===== config.mk =====
export PLATFORM = sky130hd
export DESIGN_NAME = lspc_timer_flat
export DESIGN_NICKNAME = d
export VERILOG_FILES = /design/src/rtl/video_sync_pkg.sv /design/src/rtl/lspc_timer_if.sv /design/src/rtl/lspc_timer.sv /design/src/flat_wrapper.sv
export SDC_FILE = /design/constraint.sdc
export NUM_CORES = 1
export LEC_CHECK = 0
export CORE_ASPECT_RATIO = 1.75
export CORE_UTILIZATION = 32
export CTS_BUF_LIST = sky130_fd_sc_hd__clkbuf_16
export CTS_CLUSTER_DIAMETER = 120
export DETAILED_ROUTE_END_ITERATION = 16
export GPL_TIMING_DRIVEN = 1
export PLACE_DENSITY = 0.53
export SLEW_MARGIN = 10
export SYNTH_ARGS = -nofsm -noshare
export SYNTH_HDL_FRONTEND = slang
export SYNTH_SLANG_ARGS = --single-unit
export TNS_END_PERCENT = 100

===== constraint.sdc =====
create_clock -name CLK -period 6.4 [get_ports CLK]
set_clock_uncertainty 0.2 [all_clocks]
set_input_delay 0.64 -clock CLK [delete_from_list [all_inputs] [get_ports CLK]]
set_output_delay 0.64 -clock CLK [all_outputs]
set_load 0.02 [all_outputs]

===== src/rtl/video_sync_pkg.sv =====
// Shared constants for the video_sync group: LSPC mode register bit positions
// and the raster timer width.
package video_sync_pkg;

    localparam int CNT_W             = 32;

    localparam int MODE_IRQ_EN       = 4;
    localparam int MODE_RELOAD_WRLOW = 5;
    localparam int MODE_RELOAD_VBL   = 6;
    localparam int MODE_RELOAD_ZERO  = 7;

endpackage


===== src/rtl/lspc_timer_if.sv =====
// Register-write, raster-timing and interrupt signals between the 68k decode
// / video sync logic (master) and the raster timer (slave).
interface lspc_timer_if;
    import video_sync_pkg::*;

    logic             PCK_EN;
    logic [15:0]      DATA;
    logic             WR_MODE;
    logic             WR_TIMER_HIGH;
    logic             WR_TIMER_LOW;
    logic             WR_TIMER_STOP;
    logic             VBLANK_START;
    logic             PAL_STOP_LINE;
    logic             TIMER_IRQ;
    logic             TIMER_IRQ_EN;
    logic [CNT_W-1:0] COUNTER;

    modport master (
        output PCK_EN, DATA, WR_MODE, WR_TIMER_HIGH, WR_TIMER_LOW,
               WR_TIMER_STOP, VBLANK_START, PAL_STOP_LINE,
        input  TIMER_IRQ, TIMER_IRQ_EN, COUNTER
    );

    modport slave (
        input  PCK_EN, DATA, WR_MODE, WR_TIMER_HIGH, WR_TIMER_LOW,
               WR_TIMER_STOP, VBLANK_START, PAL_STOP_LINE,
        output TIMER_IRQ, TIMER_IRQ_EN, COUNTER
    );

endinterface


===== src/rtl/lspc_timer.sv =====
// LSPC programmable raster timer: 32-bit down-counter on the pixel clock
// enable with reload sources, PAL line stop and a one-cycle expiry interrupt.
module lspc_timer
    import video_sync_pkg::*;
(
    input  logic         CLK,
    input  logic         nRESET,
    lspc_timer_if.slave  bus
);

    logic [CNT_W-1:0]                         reload_r;
    logic [CNT_W-1:0]                         counter_r;
    logic [MODE_RELOAD_ZERO:MODE_IRQ_EN]      mode_r;
    logic                                     stop_r;
    logic                                     irq_r;

    logic [CNT_W-1:0]                         reload_nxt_s;
    logic [CNT_W-1:0]                         counter_nxt_s;
    logic                                     halted_s;
    logic                                     expire_s;

    // Reload value as it stands after this cycle's half-word writes.
    always_comb begin
        reload_nxt_s = reload_r;
        if (bus.WR_TIMER_HIGH) begin
            reload_nxt_s[CNT_W-1:16] = bus.DATA;
        end else begin
            reload_nxt_s[CNT_W-1:16] = reload_r[CNT_W-1:16];
        end
        if (bus.WR_TIMER_LOW) begin
            reload_nxt_s[15:0] = bus.DATA;
        end else begin
            reload_nxt_s[15:0] = reload_r[15:0];
        end
    end

    // Counter next-state; reloads outrank expiry so a colliding expiry is lost.
    always_comb begin
        halted_s      = stop_r & bus.PAL_STOP_LINE;
        expire_s      = 1'b0;
        counter_nxt_s = counter_r;
        if (bus.WR_TIMER_LOW && mode_r[MODE_RELOAD_WRLOW]) begin
            counter_nxt_s = {reload_nxt_s[CNT_W-1:16], bus.DATA};
        end else if (bus.VBLANK_START && mode_r[MODE_RELOAD_VBL]) begin
            counter_nxt_s = reload_nxt_s;
        end else if (bus.PCK_EN && !halted_s) begin
            if (counter_r == {CNT_W{1'b0}}) begin
                expire_s = 1'b1;
                if (mode_r[MODE_RELOAD_ZERO]) begin
                    counter_nxt_s = reload_nxt_s;
                end else begin
                    counter_nxt_s = {CNT_W{1'b1}};
                end
            end else begin
                counter_nxt_s = counter_r - {{(CNT_W-1){1'b0}}, 1'b1};
            end
        end else begin
            counter_nxt_s = counter_r;
        end
    end

    // Register file, counter and interrupt pulse.
    always_ff @(posedge CLK or negedge nRESET) begin
        if (!nRESET) begin
            reload_r  <= {CNT_W{1'b0}};
            counter_r <= {CNT_W{1'b0}};
            mode_r    <= 4'b0000;
            stop_r    <= 1'b0;
            irq_r     <= 1'b0;
        end else begin
            reload_r  <= reload_nxt_s;
            counter_r <= counter_nxt_s;
            irq_r     <= expire_s & mode_r[MODE_IRQ_EN];
            if (bus.WR_MODE) begin
                mode_r <= bus.DATA[MODE_RELOAD_ZERO:MODE_IRQ_EN];
            end else begin
                mode_r <= mode_r;
            end
            if (bus.WR_TIMER_STOP) begin
                stop_r <= bus.DATA[0];
            end else begin
                stop_r <= stop_r;
            end
        end
    end

    assign bus.TIMER_IRQ    = irq_r;
    assign bus.TIMER_IRQ_EN = mode_r[MODE_IRQ_EN];
    assign bus.COUNTER      = counter_r;

endmodule


===== src/flat_wrapper.sv =====
// flat-port wrapper written by rule: the top's interface ports become plain ports
module lspc_timer_flat import video_sync_pkg::*;
  (CLK, nRESET, bus_PCK_EN, bus_DATA, bus_WR_MODE, bus_WR_TIMER_HIGH, bus_WR_TIMER_LOW, bus_WR_TIMER_STOP, bus_VBLANK_START, bus_PAL_STOP_LINE, bus_TIMER_IRQ, bus_TIMER_IRQ_EN, bus_COUNTER);
  lspc_timer_if bus_i ();
  input  logic CLK;
  input  logic nRESET;
  input wire logic [$bits(bus_i.PCK_EN)-1:0] bus_PCK_EN;
  input wire logic [$bits(bus_i.DATA)-1:0] bus_DATA;
  input wire logic [$bits(bus_i.WR_MODE)-1:0] bus_WR_MODE;
  input wire logic [$bits(bus_i.WR_TIMER_HIGH)-1:0] bus_WR_TIMER_HIGH;
  input wire logic [$bits(bus_i.WR_TIMER_LOW)-1:0] bus_WR_TIMER_LOW;
  input wire logic [$bits(bus_i.WR_TIMER_STOP)-1:0] bus_WR_TIMER_STOP;
  input wire logic [$bits(bus_i.VBLANK_START)-1:0] bus_VBLANK_START;
  input wire logic [$bits(bus_i.PAL_STOP_LINE)-1:0] bus_PAL_STOP_LINE;
  output wire logic [$bits(bus_i.TIMER_IRQ)-1:0] bus_TIMER_IRQ;
  output wire logic [$bits(bus_i.TIMER_IRQ_EN)-1:0] bus_TIMER_IRQ_EN;
  output wire logic [$bits(bus_i.COUNTER)-1:0] bus_COUNTER;
  assign bus_i.PCK_EN = bus_PCK_EN;
  assign bus_i.DATA = bus_DATA;
  assign bus_i.WR_MODE = bus_WR_MODE;
  assign bus_i.WR_TIMER_HIGH = bus_WR_TIMER_HIGH;
  assign bus_i.WR_TIMER_LOW = bus_WR_TIMER_LOW;
  assign bus_i.WR_TIMER_STOP = bus_WR_TIMER_STOP;
  assign bus_i.VBLANK_START = bus_VBLANK_START;
  assign bus_i.PAL_STOP_LINE = bus_PAL_STOP_LINE;
  assign bus_TIMER_IRQ = bus_i.TIMER_IRQ;
  assign bus_TIMER_IRQ_EN = bus_i.TIMER_IRQ_EN;
  assign bus_COUNTER = bus_i.COUNTER;
  lspc_timer u_core (.CLK(CLK), .nRESET(nRESET), .bus(bus_i));
endmodule

After elaboration in Yosys (flattened, before gate mapping)
Index checks and enable logic that the tools add are counted.
{"block": "classes", "reduce_logical": 6, "mux": 11, "bitwise": 2, "add_sub_neg": 1}
{"op": "32-bit two-way mux", "n": 5}
{"op": "32-bit zero test", "n": 1}
{"op": "16-bit two-way mux", "n": 2}
{"op": "32-bit by 1-bit subtractor with 32-bit output, second input constant", "n": 1}
{"op": "1-bit two-way mux", "n": 4}
{"op": "1-bit logical AND", "n": 3}
{"op": "3-bit nonzero test", "n": 1}
{"op": "1-bit AND", "n": 2}
{"op": "1-bit zero test", "n": 1}
{"block": "word_totals", "regBits": 70, "elab_cells": 25, "inputBits": 25, "output_inout_bits": 34}

Depth between registers and ports, before layout
Gate-level depths: netlist of run 1.
{"block": "depth", "word_depth": 7, "ltp_mapped": 9, "depth_no_buf": 7}

Least setup slack after synthesis of run 1
OpenSTA, ideal clock, no wires.
{"block": "synth_path", "kind": "flip-flop to flip-flop", "start": "reg u_core.counter_r[26], in the netlist u_core.bus.COUNTER[26]", "end": "reg u_core.counter_r[13], in the netlist u_core.bus.COUNTER[13]", "path_stages_with_launch": 8, "n_path_buf": 2, "arrival_ns": 2.632, "period_less_slack_ns": 2.962, "path_slack_ns": 3.438, "setup_ns": 0.130, "path_cell_list": "dfrtp_1 -> or4_4 -> or4b_4 -> or4_4 -> buf_6 -> buf_8 -> a211oi_1 -> nor3_1"}
{"block": "synth_via", "elab_chain_len": 5}
{"element": "start: declaration", "line_no": "lspc_timer.sv:12", "source": "logic [CNT_W-1:0] counter_r;"}
{"element": "start signal: assignment", "line_no": "lspc_timer.sv:66", "source": "counter_r <= {CNT_W{1'b0}};"}
{"element": "start signal: assignment", "line_no": "lspc_timer.sv:72", "source": "counter_r <= counter_nxt_s;"}
{"element": "32-bit zero test", "line_no": "lspc_timer.sv:47", "source": "if (counter_r == {CNT_W{1'b0}}) begin"}
{"element": "32-bit two-way mux", "line_no": "lspc_timer.sv:47"}
{"element": "32-bit two-way mux", "line_no": "lspc_timer.sv:46", "source": "end else if (bus.PCK_EN && !halted_s) begin"}
{"element": "32-bit two-way mux", "line_no": "lspc_timer.sv:44", "source": "end else if (bus.VBLANK_START && mode_r[MODE_RELOAD_VBL]) begin"}
{"element": "32-bit two-way mux", "line_no": "lspc_timer.sv:42", "source": "if (bus.WR_TIMER_LOW && mode_r[MODE_RELOAD_WRLOW]) begin"}
Every way passes these cells. The select of a mux whose other input is x is not followed.
A chain may end at the register's enable or synchronous reset.

Worst setup path after layout of run 1
{"block": "layout_path", "start": "reg u_core.counter_r[3], in the netlist u_core.bus.COUNTER[3]", "end": "reg u_core.counter_r[30], in the netlist u_core.bus.COUNTER[30]"}
{"block": "layout_via", "elab_chain_len": 5, "elab_cells_between_ends": 6, "cone_classes": "1 x add/sub; 4 x mux; 1 x reduce/logical"}
{"element": "32-bit by 1-bit subtractor with 32-bit output / 32-bit zero test (equally long branches)", "line_no": "lspc_timer.sv:55, lspc_timer.sv:47"}
{"element": "32-bit two-way mux (*)", "line_no": "lspc_timer.sv:47"}
{"element": "32-bit two-way mux (*)", "line_no": "lspc_timer.sv:46"}
{"element": "32-bit two-way mux (*)", "line_no": "lspc_timer.sv:44"}
{"element": "32-bit two-way mux (*)", "line_no": "lspc_timer.sv:42"}
Mark *: on every way between the ends. The rest lies on a longest branch, timed or not. The select of a mux whose other input is x is not followed.

==> metrics, run 1 <==
count of maximum capacitance violations 0; element type at the critical path start register; # rows 53; final instance area 4940 um2; launching point of the worst reg2reg path u_core.bus.COUNTER[3]$_DFFE_PN0P_; WS Path Type register to register; maximum net fanout on the critical path 13; minimum period implied by the final worst setup slack 3.31 ns; number of hold-repair buffers added at the cts stage 0; final antenna diode count 0; area growth from synthesis to final layout 25.5%; Chip Height 149 um; Nets 474; clk_lat worst skew 0.34 ns; number of failing hold endpoints at the final stage 0; die area 12800 um2; share of async-settable or async-resettable flops after synthesis 1.00; number of cells traversed by the worst register-to-register path 5; Inserted Clock Buffers 9; cell area after synthesis 3940 um2; antenna violations before repair 0; DP Wirelength 9430 um; core area 12000 um2; overall via count from detail_route 3589; share of final-layout standard cells stronger than drive strength 1 0.153; most instantiated cells after synthesis 70 x dfrtp_1, 36 x mux2_2, 30 x nor2_1, 26 x nor3_1, 25 x clkbuf_1; Die Wd 85.9 um; pre-CTS setup slack 3.04 ns; Final Setup Violations 0; placement-stage cell area 4640 um2; number of nets with antenna violations after detailed routing 0; element type at the critical path end register; largest area contributor in the netlist dfrtp_1; sequential share of the synthesized area 0.445; final max-slew violation count 0; buffers inserted by post-CTS timing repair 0; Switching Fraction 0.349; register share of total power 0.382; power per unit of standard cell area 339 nW/um2; Max transition margin 0.169; aggregate global-route resource usage 0.218; Int Pwr 1.09 mW; via/cell ratio 5.82; Mean Syn Cell Area 9.82 um2; routability congestion estimate 0.870; library cell with the highest instance count after synthesis dfrtp_1; Logic pwr share 0.307; number of H-tree levels 3; required time worst endpoint 6.45 ns; Gates resized, CTS repair 0; capture instance of the worst register-to-register path u_core.bus.COUNTER[30]$_DFFE_PN0P_; FILL cells 1212; Worst Max-Slew Pin Slew 1.24 ns; flop2flop setup slack 3.09 ns; clock tree from TritonCTS built; top-area cell type share of the netlist area 0.445; initial drt markers 361; average detailed-routed wire length per instance 21.2 um; final sum of negative setup slack 0 ns; data arrival time of the critical path 3.36 ns; post-layout worst setup margin 3.09 ns; period utilization 0.518; number of buffers on the longest clock path 2; total number of clock tree sinks 70; CTS root buf clkbuf_16; Switch Pwr 0.584 mW; count of mapped cells out of synthesis 401; initial cell density of the core 0.328; quantity of I/O buffers inserted on ports 58; number of warning messages in the yosys log 0; post-route DRC violation count 0; most common flop cell mapped by yosys dfrtp_1; run status finished clean; worst-case vdd ir drop 138 uV; first-pass iteration count of the detailed router 6; via count of the first global-routing pass 3533; net count after synthesis 428; leakage component of the power 1.86 nW; flop and latch count out of synthesis 70; highest attainable clock frequency 302 MHz; EDFF count, synth 0; global-route wire length before repair 20600 um; most area-consuming cells after synthesis dfrtp_1 44%, mux2_2 10%, nor3_1 3.3%; hold crit path type primary input to asynchronous set/reset pin; clk slew on worst S/H paths 0.06 ns; # IOs 59; largest net degree at the start of global routing 71; portion of total power attributed to the clock network 0.311; hold_ws 0.238 ns; number of unique standard cell types used by synthesis 54; overflow left after global routing 0; setup repair after global routing missed its margin false; final wirelength 13100 um
metrics by stage:
step | instances | util | power [mW]
finish | 617 | 0.412 | 1.67
global route | 617 | 0.412 | 1.76
CTS | 617 | 0.412 | 1.69
detailed placement | 601 | 0.386 | 1.16
global placement | 601 | 0.386 | 1.16
floorplan | 401 | - | 0.915
area by class of cell:
cell class	count	area [um2]	share of cell area
repair buffers	64	623	0.126
clock buffers	9	225	0.0456
clock inverters	7	80.1	0.0162
flip-flops and latches	70	1750	0.354
multi-input cells	295	2030	0.411
inverters	7	26.3	0.00532
well taps	165	206	0.0418
worst max-delay path: stages (launching register included):
cell and delay, ns:
dfrtp_1 0.48, or4_1 0.75, nor4_2 0.57, nand3_1 0.59, a31o_2 0.43, a211oi_1 0.21
state kept, by name (all words and copies together), names as in the netlist:
| signal | flops |
|---|---|
| u_core.bus.TIMER_IRQ | 1 |
| u_core.bus.COUNTER | 32 |
| u_core.stop_r | 1 |
| u_core.reload_r | 32 |
| u_core.mode_r | 4 |
worst max path at each step:
stage | from | end | slack (ns) | cells after the start
5_1_grt | u_core.bus.COUNTER[3]$_DFFE_PN0P_ | u_core.bus.COUNTER[23]$_DFFE_PN0P_ | 2.95 | 5
3_5_place_dp | bus_PCK_EN | u_core.bus.COUNTER[10]$_DFFE_PN0P_ | 3.04 | 5
3_3_place_gp | bus_PCK_EN | u_core.bus.COUNTER[10]$_DFFE_PN0P_ | 3.12 | 5
6_report | u_core.bus.COUNTER[3]$_DFFE_PN0P_ | u_core.bus.COUNTER[30]$_DFFE_PN0P_ | 3.09 | 5
2_1_floorplan | u_core.bus.COUNTER[26]$_DFFE_PN0P_ | u_core.bus.COUNTER[13]$_DFFE_PN0P_ | 3.44 | 7
4_1_cts | u_core.bus.COUNTER[3]$_DFFE_PN0P_ | u_core.bus.COUNTER[30]$_DFFE_PN0P_ | 3.14 | 5
routing by layer:
metal | up-vias | wire length, um | track usage
li1 | 1638 | - | -
met1 | 1779 | 5270 | 0.264
met2 | 148 | 6870 | 0.382
met3 | 24 | 547 | 0.0332
met4 | 0 | 379 | 0.0875
met5 | - | 0 | 0
power by group through the flow:
| stage | registers, mW | clock network [mW] | logic (mW) |
|---|---|---|---|
| after floorplan | 0.675 | 0 | 0.240 |
| after global placement | 0.645 | 0 | 0.511 |
| after detailed placement | 0.647 | 0 | 0.513 |
| after CTS | 0.640 | 0.530 | 0.515 |
| after global routing | 0.657 | 0.549 | 0.553 |
| final | 0.640 | 0.520 | 0.514 |
cells in the final DEF, fill, tap and decap left out, types with 13 or more instances in the layout:
cell             netlist  final
a211oi_1              13     13
o22ai_1               14     14
nor3_1                26     26
a21oi_1               15     15
nor4_1                15     15
clkdlybuf4s50_1        0     57
mux2_2                36     36
o21ai_0               21     21
nand2_1               13     13
nor2_1                30     30
dfrtp_1               70     70
cell families (layout without fill, tap and decap cells):
| logic type | Yosys count | in the layout | synth area share |
|---|---|---|---|
| AND/OR/NAND/NOR | 140 | 140 | 0.198 |
| flip-flops | 70 | 70 | 0.445 |
| buffers and inverters | 36 | 87 | 0.0394 |
| AO/OA/AOI/OAI | 106 | 106 | 0.182 |
| multiplexers | 40 | 40 | 0.113 |
| XOR/XNOR | 7 | 7 | 0.0156 |
| adder cells (fa/ha/maj) | 2 | 2 | 0.00635 |
No activity file was read; power rests on OpenSTA's default activity.
==> run 2, diff against run 1 <==
Clock period 6.4 ns to 3.4 ns, I/O delays scaled along.
==> run 2 against run 1 <==
Effect of this change:
- clock-buffer cell count did not move
- combinational power up 100%
- worst hold slack better by 0.058 ns
- global-route usage increased by 0.22 points
- cell count rose by 2.8%
- setup slack got worse by 2.7 ns
- highest routed layer unchanged
==> metrics, run 2 (synthesized netlist as in run 1, its figures left out) <==
run status finished clean; launching point of the worst reg2reg path u_core.bus.COUNTER[0]$_DFFE_PN0P_; hold crit path type register to register; crit-path cells inv_1, ha_1, nor4b_1, or4b_4, or4_4, a211oi_1, a211oi_1; first-pass iteration count of the detailed router 5; largest stage delay on the critical path 0.63 ns; number of buffers on the longest clock path 2; buffers inserted by post-CTS timing repair 0; data arrival time of the critical path 3.01 ns; Final Setup Violations 0; initial drt markers 265; count of placed standard cells including taps 618; post-layout worst setup margin 0.364 ns; Switch Pwr 1.13 mW; maximum net fanout on the critical path 15; number of hold-repair buffers added at the cts stage 1; minimum period implied by the final worst setup slack 3.04 ns; number of H-tree levels 3; element type at the critical path end register; Cells on Worst Hold Path 1; power per unit of standard cell area 633 nW/um2; number of failing hold endpoints at the final stage 0; Int Pwr 2.09 mW; post-layout util 0.424; Nets 492; antenna violations before repair 0; global-route wire length before repair 21100 um; hold worst-path end u_core.reload_r[26]$_DFF_PN0_; leakage component of the power 1.94 nW; CTS root buf clkbuf_16; count of buffer and inverter cells on the critical path 1; total number of clock tree sinks 70; overflow left after global routing 0; highest attainable clock frequency 329 MHz; start point of the worst min-delay path u_core.reload_r[26]$_DFF_PN0_; most common library cell in the layout ignoring fill and taps dfrtp_1; slowest cell on the critical path or4_4; pre-CTS setup slack 0.406 ns; capture instance of the worst register-to-register path u_core.bus.COUNTER[11]$_DFFE_PN0P_; clock tree from TritonCTS built; portion of total power attributed to the clock network 0.310; clk_lat worst skew 0.34 ns; die area 12800 um2; largest net degree at the start of global routing 71; FILL cells 1191; number of cells traversed by the worst register-to-register path 7; final sum of negative setup slack 0 ns; final antenna diode count 0; # IOs 59; Chip Height 149 um; required time worst endpoint 3.37 ns; Crit path top cell by count a211oi_1; core area 12000 um2; post-route DRC violation count 0; worst-case vdd ir drop 265 uV; Die Wd 85.9 um; area growth from synthesis to final layout 29.2%; clk slew on worst S/H paths 0.06 ns; final max-slew violation count 0; Switching Fraction 0.352; period utilization 0.893; via/cell ratio 5.82; element type at the critical path start register; number of nets with antenna violations after detailed routing 0; average detailed-routed wire length per instance 21.2 um; via count of the first global-routing pass 3698; overall via count from detail_route 3693; highest-count cells in the layout ignoring fill and taps 70 x dfrtp_1, 57 x clkdlybuf4s50_1, 36 x mux2_2; initial cell density of the core 0.328; setup repair after global routing missed its margin false; DP Wirelength 9720 um; count of maximum capacitance violations 0; largest delay contributor family on the critical path simple AND/OR/NAND/NOR gates; final wirelength 13400 um; count of non-filler cells in the finished layout 634; aggregate global-route resource usage 0.220; Inserted Clock Buffers 9; flop2flop setup slack 0.36 ns; Max transition margin 0.200; share of final-layout standard cells stronger than drive strength 1 0.188; Logic pwr share 0.321; # rows 53; WS Path Type register to register; quantity of I/O buffers inserted on ports 58; Worst Max-Slew Pin Slew 1.19 ns; Gates resized, CTS repair 0; routability congestion estimate 0.871; register share of total power 0.368
## run 2: changes by cell type in the layout (fill, tap and decap cells not counted)
cell,before,now
buf_4,7,24
dlygate4sd3_1,0,1
clkinvlp_4,0,2
inv_1,8,7
clkinv_2,1,0
clkinv_4,0,1
clkinv_1,3,1
## run 2: final cells by class
type / count / area [um2] / share of cell area
clock inverters: 6 / 87.6 / 0.0172
flip-flops and latches: 70 / 1750 / 0.344
clock buffers: 9 / 225 / 0.0443
well taps: 165 / 206 / 0.0406
inverters: 7 / 26.3 / 0.00516
multi-input cells: 295 / 2030 / 0.399
repair buffers: 82 / 761 / 0.149
## run 2: metrics by stage
stage | hold slack (ns) | area [um2] | power, mW
after floorplan | -0.156 | 3940 | 1.72
after global placement | 0.283 | 4770 | 2.21
after detailed placement | 0.288 | 4770 | 2.23
after CTS | 0.301 | 5090 | 3.24
after global routing | 0.307 | 5090 | 3.37
final | 0.296 | 5090 | 3.22
## run 2: power groups by stage
stage | clock network [mW] | registers [mW] | logic, mW
6_report | 1.00 | 1.19 | 1.04
4_1_cts | 1.02 | 1.18 | 1.03
5_1_grt | 1.05 | 1.21 | 1.11
3_5_place_dp | 0 | 1.20 | 1.03
2_1_floorplan | 0 | 1.27 | 0.453
3_3_place_gp | 0 | 1.19 | 1.02
## run 2: routing by layer
metal / global-route usage / up-vias / wire length [um]
li1: - / 1679 / -
met2: 0.386 / 133 / 7080
met4: 0.0942 / 0 / 409
met5: 0 / - / 0
met1: 0.265 / 1854 / 5410
met3: 0.0315 / 27 / 537
## run 2: worst max path at each step
stage / to / depth (start not counted) / start
2_1_floorplan: u_core.bus.COUNTER[13]$_DFFE_PN0P_ / 7 / u_core.bus.COUNTER[26]$_DFFE_PN0P_
3_3_place_gp: u_core.bus.COUNTER[12]$_DFFE_PN0P_ / 7 / u_core.bus.COUNTER[0]$_DFFE_PN0P_
3_5_place_dp: u_core.bus.COUNTER[15]$_DFFE_PN0P_ / 7 / u_core.bus.COUNTER[0]$_DFFE_PN0P_
4_1_cts: u_core.bus.COUNTER[11]$_DFFE_PN0P_ / 7 / u_core.bus.COUNTER[0]$_DFFE_PN0P_
5_1_grt: u_core.bus.COUNTER[19]$_DFFE_PN0P_ / 6 / u_core.bus.COUNTER[4]$_DFFE_PN0P_
6_report: u_core.bus.COUNTER[11]$_DFFE_PN0P_ / 7 / u_core.bus.COUNTER[0]$_DFFE_PN0P_
==> run 3, diff against run 2 <==
Settings changed: RECOVER_POWER set to 25.
==> run 3 against run 2 <==
Effect of this change:
- the flow now finishes with violations (capacitance limit, slew limit)
- non-clock buffer count did not move
- via count up 1.2%
- die area did not move
- worst hold slack barely moved
- core utilization barely moved
- cell area hardly changed
- routed wire length down 0.33%
- global-route usage unchanged
- sequential share of layout area hardly changed
- setup slack improved by 0.0038 ns
- combinational power hardly changed
- critical endpoint unchanged
- highest routed layer unchanged
==> metrics, run 3 (synthesized netlist as in run 1, its figures left out) <==
die area 12800 um2; power per unit of standard cell area 632 nW/um2; combined area of the multi-input logic cells 2030 um2; via/cell ratio 5.90; data arrival time of the critical path 3.00 ns; final wirelength 13400 um; largest stage delay on the critical path 0.64 ns; first-pass iteration count of the detailed router 5; Max transition margin -0.201; most common library cell in the layout ignoring fill and taps dfrtp_1; Power Total 3.22 mW; highest-count cells in the layout ignoring fill and taps 70 x dfrtp_1, 54 x clkdlybuf4s50_1, 35 x mux2_2; WS Path Type register to register; CTS root buf clkbuf_16; antenna violations before repair 0; slowest cell on the critical path or4_4; Chip Height 149 um; total number of clock tree sinks 70; initial drt markers 251; routability congestion estimate 0.871; pre-CTS setup slack 0.406 ns; buffers inserted by post-CTS timing repair 0; average detailed-routed wire length per instance 21.1 um; post-layout worst setup margin 0.368 ns; Nets 492; period utilization 0.892; count of maximum capacitance violations 1; number of hold-repair buffers added at the cts stage 1; final antenna diode count 0; placement-stage cell area 4770 um2; crit-path cells inv_1, ha_1, nor4b_1, or4b_4, or4_4, a211oi_1, a211oi_1; number of H-tree levels 3; hold_ws 0.296 ns; overflow left after global routing 0; violations in the final reports capacitance limit, slew limit; final sum of negative setup slack 0 ns; final instance area 5090 um2; final max-slew violation count 71; Final Setup Violations 0; DP Wirelength 9720 um; run status finished, violations left; Worst Max-Slew Pin Slew 1.80 ns; initial cell density of the core 0.328; minimum period implied by the final worst setup slack 3.03 ns; aggregate global-route resource usage 0.220; count of buffer and inverter cells on the critical path 1; number of nets with antenna violations after detailed routing 0; post-route DRC violation count 0; global-route wire length before repair 21100 um; count of placed standard cells including taps 618; largest delay contributor family on the critical path simple AND/OR/NAND/NOR gates; quantity of I/O buffers inserted on ports 58; clk_lat worst skew 0.34 ns; Inserted Clock Buffers 9; clk slew on worst S/H paths 0.06 ns; share of final-layout standard cells stronger than drive strength 1 0.186; count of non-filler cells in the finished layout 634; area growth from synthesis to final layout 29.2%; number of failing hold endpoints at the final stage 0; clock tree from TritonCTS built; leakage component of the power 1.94 nW; Gates resized, CTS repair 0; element type at the critical path end register; Crit path top cell by count a211oi_1; # rows 53; highest attainable clock frequency 330 MHz; Reg area 1750 um2; largest net degree at the start of global routing 71; overall via count from detail_route 3739; hold crit path type register to register; number of buffers on the longest clock path 2; maximum net fanout on the critical path 15; core area 12000 um2; worst-case vdd ir drop 263 uV; required time worst endpoint 3.37 ns; via count of the first global-routing pass 3698; FILL cells 1190; Die Wd 85.9 um; # IOs 59; setup repair after global routing missed its margin false; element type at the critical path start register; post-layout util 0.424
## run 3: worst paths after layout
| check | start | end | slack (ns) | cells past startpoint |
|---|---|---|---|---|
| worst min register to register | u_core.reload_r[4]$_DFF_PN0_ | u_core.reload_r[4]$_DFF_PN0_ | 0.30 | 1 |
| min in group asynchronous | nRESET | u_core.reload_r[24]$_DFF_PN0_ | 0.83 | 2 |
| worst min-delay path | u_core.reload_r[4]$_DFF_PN0_ | u_core.reload_r[4]$_DFF_PN0_ | 0.30 | 1 |
| max in group asynchronous | nRESET | u_core.bus.COUNTER[18]$_DFFE_PN0P_ | 1.09 | 2 |
| worst max-delay path | u_core.bus.COUNTER[0]$_DFFE_PN0P_ | u_core.bus.COUNTER[11]$_DFFE_PN0P_ | 0.37 | 7 |
| worst max register to register | u_core.bus.COUNTER[0]$_DFFE_PN0P_ | u_core.bus.COUNTER[11]$_DFFE_PN0P_ | 0.37 | 7 |
## run 3: layout make-up
type	instances	area share
clock inverter	6	0.0172
inverter	7	0.00517
sequential	70	0.344
multi-input combinational	295	0.399
tap	165	0.0406
timing repair buffer	82	0.149
clock buffer	9	0.0443
## run 3: where the power goes
part | total (mW) | switching, mW | internal [mW] | leakage, nW
combinational | 1.03 | 0.564 | 0.468 | 0.973
clock | 0.998 | 0.362 | 0.636 | 0.145
sequential | 1.19 | 0.203 | 0.983 | 0.821
total | 3.22 | 1.13 | 2.09 | 1.94
## run 3: layer usage
metal / share of wire / GRT usage / vias to the layer above
li1: - / - / 1687
met1: 0.40 / 0.265 / 1871
met2: 0.53 / 0.386 / 149
met3: 0.039 / 0.0315 / 32
met4: 0.031 / 0.0942 / 0
met5: 0 / 0 / -
